<file path="src/rtl/card_pkg.sv">
// card_pkg
//   Shared constants and types for the card-identification blocks.
//   NUM_RANKS           : rank templates per region (0 = A ... 12 = K)
//   RANK_IDX_W          : width of a rank / kernel index
//   SCORE_W             : width of an XOR-template mismatch score (28x40 bits)
//   rank_sched_state_t  : rank_match_scheduler FSM states
package card_pkg;

   localparam int NUM_RANKS  = 13;
   localparam int RANK_IDX_W = $clog2(NUM_RANKS);
   localparam int SCORE_W    = 11;

   typedef enum logic [1:0] {
      IDLE   = 2'd0,
      ISSUE  = 2'd1,
      WAIT   = 2'd2,
      REPORT = 2'd3
   } rank_sched_state_t;

endpackage

</file>
<file path="src/rtl/rank_match_scheduler.sv">
// rank_match_scheduler
//   Walks the shared XOR template-scoring engine through every rank kernel
//   once a card's rank-corner mask region is captured, keeps the minimum
//   mismatch score and reports the best rank with a reject flag.
//
// Ports
//   clk, rst_n      : clock, asynchronous active-low reset
//   region_ready    : pulse, mask region for the current card is complete
//   eng_start       : pulse, engine starts scoring eng_kernel_sel
//   eng_kernel_sel  : kernel index driven to the engine
//   eng_done        : pulse, eng_score valid
//   eng_score       : mismatch count for the current kernel
//   busy            : scheduler not idle
//   result_valid    : pulse, rank_id / best_score / reject hold a new result
//   rank_id         : argmin kernel index (lowest index wins ties)
//   best_score      : minimum score of the run
//   reject          : best_score above REJECT_THRESHOLD
//   overrun         : pulse, a region_ready was dropped because we were busy
//   timeout_err     : sticky engine-timeout flag, cleared by the next run
module rank_match_scheduler
   import card_pkg::*;
#(
   parameter int NUM_KERNELS      = NUM_RANKS,
   parameter int SCORE_WIDTH      = SCORE_W,
   parameter int REJECT_THRESHOLD = 400,
   parameter int TIMEOUT_CYCLES   = 4096,
   localparam int IDX_W           = $clog2(NUM_KERNELS),
   localparam int CNT_W           = $clog2(TIMEOUT_CYCLES)
) (
   input  logic                   clk,
   input  logic                   rst_n,
   input  logic                   region_ready,
   output logic                   eng_start,
   output logic [IDX_W-1:0]       eng_kernel_sel,
   input  logic                   eng_done,
   input  logic [SCORE_WIDTH-1:0] eng_score,
   output logic                   busy,
   output logic                   result_valid,
   output logic [IDX_W-1:0]       rank_id,
   output logic [SCORE_WIDTH-1:0] best_score,
   output logic                   reject,
   output logic                   overrun,
   output logic                   timeout_err
);

   rank_sched_state_t state_q, state_d;

   logic [IDX_W-1:0]       idx_q, idx_d;
   logic [CNT_W-1:0]       cnt_q, cnt_d;
   logic [SCORE_WIDTH-1:0] best_q, best_d;
   logic [IDX_W-1:0]       best_idx_q, best_idx_d;
   logic [IDX_W-1:0]       rank_id_q, rank_id_d;
   logic [SCORE_WIDTH-1:0] best_score_q, best_score_d;
   logic                   reject_q, reject_d;
   logic                   overrun_q, overrun_d;
   logic                   timeout_err_q, timeout_err_d;

   logic                   last_kernel;
   logic                   cnt_at_max;
   logic                   take_score;
   logic [SCORE_WIDTH-1:0] cand_best;
   logic [IDX_W-1:0]       cand_idx;
   logic                   cand_reject;

   assign last_kernel = (idx_q == IDX_W'(NUM_KERNELS - 1));
   assign cnt_at_max  = (cnt_q == CNT_W'(TIMEOUT_CYCLES - 1));

   // Kernel 0 seeds the tracker; afterwards only a strictly smaller score
   // replaces it, so equal scores keep the lower (earlier) kernel index.
   assign take_score  = (idx_q == '0) || (eng_score < best_q);
   assign cand_best   = take_score ? eng_score : best_q;
   assign cand_idx    = take_score ? idx_q     : best_idx_q;
   assign cand_reject = (cand_best > SCORE_WIDTH'(REJECT_THRESHOLD));

   // ---------------- FSM: state register ----------------
   always_ff @(posedge clk or negedge rst_n) begin
      if (!rst_n) state_q <= IDLE;
      else        state_q <= state_d;
   end

   // ---------------- FSM: next state ----------------
   // eng_done is checked before the timeout so a done in the final
   // permitted cycle still counts.
   always_comb begin
      state_d = state_q;
      case (state_q)
         IDLE:    if (region_ready) state_d = ISSUE;
         ISSUE:   state_d = WAIT;
         WAIT: begin
            if (eng_done)        state_d = last_kernel ? REPORT : ISSUE;
            else if (cnt_at_max) state_d = IDLE;
         end
         REPORT:  state_d = IDLE;
         default: state_d = IDLE;
      endcase
   end

   // ---------------- FSM: outputs ----------------
   always_comb begin
      eng_start    = (state_q == ISSUE);
      busy         = (state_q != IDLE);
      result_valid = (state_q == REPORT);
   end

   // ---------------- datapath next state ----------------
   // The result registers are loaded on the final eng_done so they are
   // already valid during the REPORT cycle that raises result_valid.
   always_comb begin
      idx_d         = idx_q;
      cnt_d         = cnt_q;
      best_d        = best_q;
      best_idx_d    = best_idx_q;
      rank_id_d     = rank_id_q;
      best_score_d  = best_score_q;
      reject_d      = reject_q;
      timeout_err_d = timeout_err_q;
      // Any region_ready seen outside IDLE (REPORT included) is dropped.
      overrun_d     = region_ready && (state_q != IDLE);
      case (state_q)
         IDLE: begin
            if (region_ready) begin
               idx_d         = '0;
               timeout_err_d = 1'b0;
            end
         end
         ISSUE: cnt_d = '0;
         WAIT: begin
            cnt_d = cnt_q + CNT_W'(1);
            if (eng_done) begin
               best_d     = cand_best;
               best_idx_d = cand_idx;
               if (last_kernel) begin
                  rank_id_d    = cand_idx;
                  best_score_d = cand_best;
                  reject_d     = cand_reject;
               end else begin
                  idx_d = idx_q + IDX_W'(1);
               end
            end else if (cnt_at_max) begin
               timeout_err_d = 1'b1;
            end
         end
         default: ;
      endcase
   end

   always_ff @(posedge clk or negedge rst_n) begin
      if (!rst_n) begin
         idx_q         <= '0;
         cnt_q         <= '0;
         best_q        <= '0;
         best_idx_q    <= '0;
         rank_id_q     <= '0;
         best_score_q  <= '0;
         reject_q      <= 1'b0;
         overrun_q     <= 1'b0;
         timeout_err_q <= 1'b0;
      end else begin
         idx_q         <= idx_d;
         cnt_q         <= cnt_d;
         best_q        <= best_d;
         best_idx_q    <= best_idx_d;
         rank_id_q     <= rank_id_d;
         best_score_q  <= best_score_d;
         reject_q      <= reject_d;
         overrun_q     <= overrun_d;
         timeout_err_q <= timeout_err_d;
      end
   end

   // idx only moves on the WAIT->ISSUE transition, so the select is
   // stable from eng_start until eng_done.
   assign eng_kernel_sel = idx_q;
   assign rank_id        = rank_id_q;
   assign best_score     = best_score_q;
   assign reject         = reject_q;
   assign overrun        = overrun_q;
   assign timeout_err    = timeout_err_q;

endmodule

</file>
<file path="config.mk">
export PLATFORM = sky130hd
export DESIGN_NAME = rank_match_scheduler
export DESIGN_NICKNAME = d
export VERILOG_FILES = /design/src/rtl/card_pkg.sv /design/src/rtl/rank_match_scheduler.sv
export SDC_FILE = /design/constraint.sdc
export NUM_CORES = 1
export LEC_CHECK = 0
export ABC_AREA = 0
export CORE_MARGIN = 1.5
export CORE_UTILIZATION = 35
export CTS_CLUSTER_DIAMETER = 80
export CTS_CLUSTER_SIZE = 28
export DETAILED_ROUTE_END_ITERATION = 6
export SYNTH_ARGS = -nofsm -noshare
export SYNTH_HDL_FRONTEND = slang
export SYNTH_SLANG_ARGS = --single-unit
export TNS_END_PERCENT = 1
</file>
<file path="constraint.sdc">
create_clock -name clk -period 6.05 [get_ports clk]
set_input_delay 0.605 -clock clk [delete_from_list [all_inputs] [get_ports clk]]
set_output_delay 0.605 -clock clk [all_outputs]
set_load 0.02 [all_outputs]
</file>
* After elaboration in Yosys (flattened, before gate mapping) *
Cells that the tools add are included.

operators by class
  $add $sub $neg = 2
  $lt $le $gt $ge = 2
  equal/unequal tests = 11
  mux-type cells = 16
  reduce and logical (&&, ||, !) cells = 12

operator list
  kind                   number
  $pmux 12 s2            1
  $mux 4                 4
  $add 12x1->12 const B  1
  $eq 12x12->1 const B   1
  $gt 11x9->1 const B    1
  $lt 11x11->1           1
  $mux 11                1
  $ne 2x2->1 const B     5
  $mux 2                 4
  $pmux 2 s4             1
  $pmux 4 s2             1
  $reduce_and 4->1       2
  $reduce_bool 2->1      3
  $add 4x1->4 const B    1
  $eq 2x2->1 const B     2
  $eq 4x4->1 const B     1
  $logic_not 4->1        1
  $reduce_and 2->1       2
  $mux 1                 3
  $ne 3x3->1 const B     1
  $reduce_and 3->1       1
  $eq 2x1->1 const B     1
  $logic_not 2->1        1
  $pmux 1 s2             1
  other kinds (2)        2

storage, ports and cells
  register bits = 51
  input bits = 15
  output and inout bits = 25
  logic and storage cells = 53

* Depth between registers and ports, before layout *
  depth in word-level cells = 4
  mapped depth = 9
  gate-level depth less buffers = 7

* Worst setup path before layout *
No wires, ideal clock.

  kind = in2reg
  start point = input eng_score[8]
  end point = register best_q[10]
  library setup time = 125 ps
  arrival time = 2128 ps
  required time = 5925 ps
  setup slack = 3797 ps
  stages = 7
  buffers on the path = 1
  cell sequence = ha_1 a211oi_2 nor2_2 a2111oi_4 a21oi_4 buf_6 mux2_4

on the way
  cells in the longest elaborated chain, start to end = 3

ends and longest elaborated chain
  element               line                         RTL
  from (decl)           rank_match_scheduler.sv:36   input logic [SCORE_WIDTH-1:0] eng_score,
  $lt 11x11->1          rank_match_scheduler.sv:70   assign take_score = (idx_q == '0) || (eng_score < best_q);
  $logic_or 1x1->1      rank_match_scheduler.sv:70
  $mux 11               rank_match_scheduler.sv:71   assign cand_best = take_score ? eng_score : best_q;
  to (signal assigned)  rank_match_scheduler.sv:161  best_q <= best_d;
  to (decl)             rank_match_scheduler.sv:50   logic [SCORE_WIDTH-1:0] best_q, best_d;

Every way passes these cells.
A chain may end at the register's enable or synchronous reset.

* Worst setup path in the final report *
  start point = input eng_score[8]
  end point = register best_q[2]

The elaborated chain is that of the path after synthesis.

==> run metrics <==
CTS tree done; ys async rst share 1.00; Synth Warn # 0; Placed Cells 419; Die Y 92.7 um; Fmax 339 MHz; DR WL/cell 14.6 um; Slew headroom 0.363; initial core utilization 0.363; compound-cell area share of the yosys netlist 0.184; Post-Syn Instances 289; flop and latch count out of synthesis 51; Synth top area share 0.453; CTS max path bufs 2; dominant cells by area after synthesis dfrtp_1 (45%), ha_1 (7.5%), o21ai_0 (4.4%); Final ANT Viol Nets 0; critical path, cell by cell clkdlybuf4s50_1 -> ha_1 -> nand4_1 -> nand2b_1 -> a21oi_4 -> mux2_2; DR iter-0 viols 98; cts-stage hold buffer count 0; Final Hold Viols 0; worst-margin pin slew 0.954 ns; EDFF count, synth 0; # H-tree levels 2; final wirelength 6240 um; P_sw 480 uW; Reg2Reg Setup Slack 3.45 ns; filler instances 792; row count 32; max incr delay on CP 0.68 ns; largest family of logic cells by synthesized area compound AO/OA/AOI/OAI gates; largest net degree at the start of global routing 52; Setup violations, final 0; Reg power frac 0.380; Util after Layout 0.435; CP max FO 16; clock slew at reported path FFs 0.10 ns; Clk Latency, worst-skew pair 0.30 ns; Synth cell types 47; TNS Setup 0 ns; leading area contributor after synthesis dfrtp_1; Crit Path Class primary input to flop; Comb power frac 0.450; area growth from synthesis to layout 19.8%; clock skew 0.00896 ns; GR Overflow Total 0; RSZ-0062 raised after global routing no; # diodes 0; leakage power 0.00149 uW; most frequent cells in the layout dfrtp_1 (51), clkdlybuf4s50_1 (38), nor2_1 (30); first-pass GRT wire length 11000 um; area occupied by multi-input gates 1410 um2; clk root buf clkbuf_8; Primary FF master, synth dfrtp_1; Pwr per Cell Area 354 nW/um2; Placer Congestion 0.846; post-CTS sizing 0; Core Box Area 7770 um2; reg2reg start state_q[0]$_DFFE_PN0P_; initial antenna violation count 0; Clock power frac 0.171; post-synthesis simple-gate area fraction 0.158; mux cell area share after synthesis 0.0732; most common cell after layout, fill and taps aside dfrtp_1; nets@finish 356; critical path capture point type flop; layout cells sized above 1 0.0957; VDD IR max 0.218 mV; Vias 2233; sequential fraction of the synthesis area 0.453; first-pass detailed-route iteration total 4; Cell Int Power 714 uW; Post-Layout Cell Count 426; Switching Fraction 0.402; FF+latch area 1280 um2; reg2reg end reject$_DFFE_PN0P_; Final Max Tran Viols 0; cell area after synthesis 2820 um2; DRC viols 0; WP data arrival 3.14 ns; startpoint types primary input; min cycle time layout 2.95 ns; die area 8600 um2; R2R depth 8; Die X 92.7 um; Sink Count 51; xor-xnor portion of the synthesized cell area 0.00932; Via density 5.24; HP Class primary input to async pin; slowest CP cell a21oi_4; vias in the first global route 2261; I/O pin total 40; WP data required 6.24 ns; syn nets 321; Synth Area in Adders 0.0755; total of max-cap violations 0; Mapped Avg Cell Area 9.75 um2; post-CTS setup repair buffer count 0; IO buf count 39; status complete, no violations; Final period util 0.488; global-route usage over all layers 0.158; total CTS buffers 5; HPWL after detailed placement 4380 um
[synthesized netlist by cell type, types with 2 or more instances]
cell	n
a32o_1	2
xor2_1	3
ha_1	17
nor3_1	4
nand4_1	7
inv_1	19
a21oi_1	11
and3_1	3
o21ai_0	25
a22o_1	3
nand2b_1	2
nor2_1	31
clkbuf_1	9
a31oi_1	13
dfrtp_1	51
o31ai_1	2
nor2b_1	3
mux2i_1	3
o2bb2ai_1	3
nand3_1	21
mux2_2	5
buf_2	2
nand2_1	14
mux2_4	8
a211oi_2	2
or3_1	3
and2_1	3
[per-layer routing]
layer | wire length [um] | up-vias | track usage
li1 | - | 1108 | -
met1 | 3010 | 1082 | 0.213
met2 | 2930 | 41 | 0.265
met3 | 265 | 2 | 0.0296
met4 | 29 | 0 | 0.0316
met5 | 0 | - | 0
[layout make-up]
class / count / share of cell area
Clock buffer: 6 / 0.0245
Clock inverter: 1 / 0.00148
Inverter: 20 / 0.0222
Multi-Input combinational cell: 205 / 0.418
Sequential cell: 51 / 0.378
Tap cell: 102 / 0.0378
Timing Repair Buffer: 41 / 0.119
[worst max path at each step]
stage / start / to / slack [ns] / cells past startpoint
2_1_floorplan: eng_score[8] / best_q[10]$_DFFE_PN0P_ / 3.80 / 7
3_3_place_gp: eng_score[8] / best_q[2]$_DFFE_PN0P_ / 2.85 / 6
3_5_place_dp: eng_score[4] / best_q[2]$_DFFE_PN0P_ / 2.77 / 7
4_1_cts: eng_score[4] / best_q[2]$_DFFE_PN0P_ / 3.09 / 7
5_1_grt: eng_score[8] / best_q[0]$_DFFE_PN0P_ / 2.91 / 6
6_report: eng_score[8] / best_q[2]$_DFFE_PN0P_ / 3.10 / 6
[critical path: cells and delay by family]
kind                     cells  cell delay (ns)
multiplexers                 1             0.41
AND/OR/NAND/NOR              2             0.63
adder cells (fa/ha/maj)      1             0.34
AO/OA/AOI/OAI                1             0.68
buffers and inverters        1             0.47
[cell families after synthesis]
| family | count (synthesis) |
|---|---|
| adders and majority gates | 17 |
| and+or+nand+nor | 94 |
| AOI/OAI and AO/OA | 75 |
| xor gates and xnor gates | 3 |
| DFF | 51 |
| muxes | 16 |
| buffers and inverters | 33 |
[flip-flops by register name, indices dropped and copies added, names as in the netlist]
register        cells
overrun             1
reject              1
best_score         11
cnt_q              12
state_q             2
best_q             11
eng_kernel_sel      4
timeout_err         1
best_idx_q          4
rank_id             4
[stage by stage]
step	setup WS (ns)	instance area (um2)	power, uW	hold WS, ns
6_report	3.10	3380	1190	0.405
5_1_grt	2.91	3380	1290	0.459
4_1_cts	3.09	3380	1200	0.444
3_5_place_dp	2.77	3290	1000	0.482
3_3_place_gp	2.85	3290	994	0.477
2_1_floorplan	3.80	2820	857	0.309
[power groups by stage]
stage	Combinational (uW)	Sequential, uW	Clock, uW
after floorplan	408	448	0
after global placement	536	457	0
after detailed placement	542	458	0
after CTS	544	452	207
after global routing	610	463	221
final	537	453	204
No activity file was read; power rests on OpenSTA's default activity.
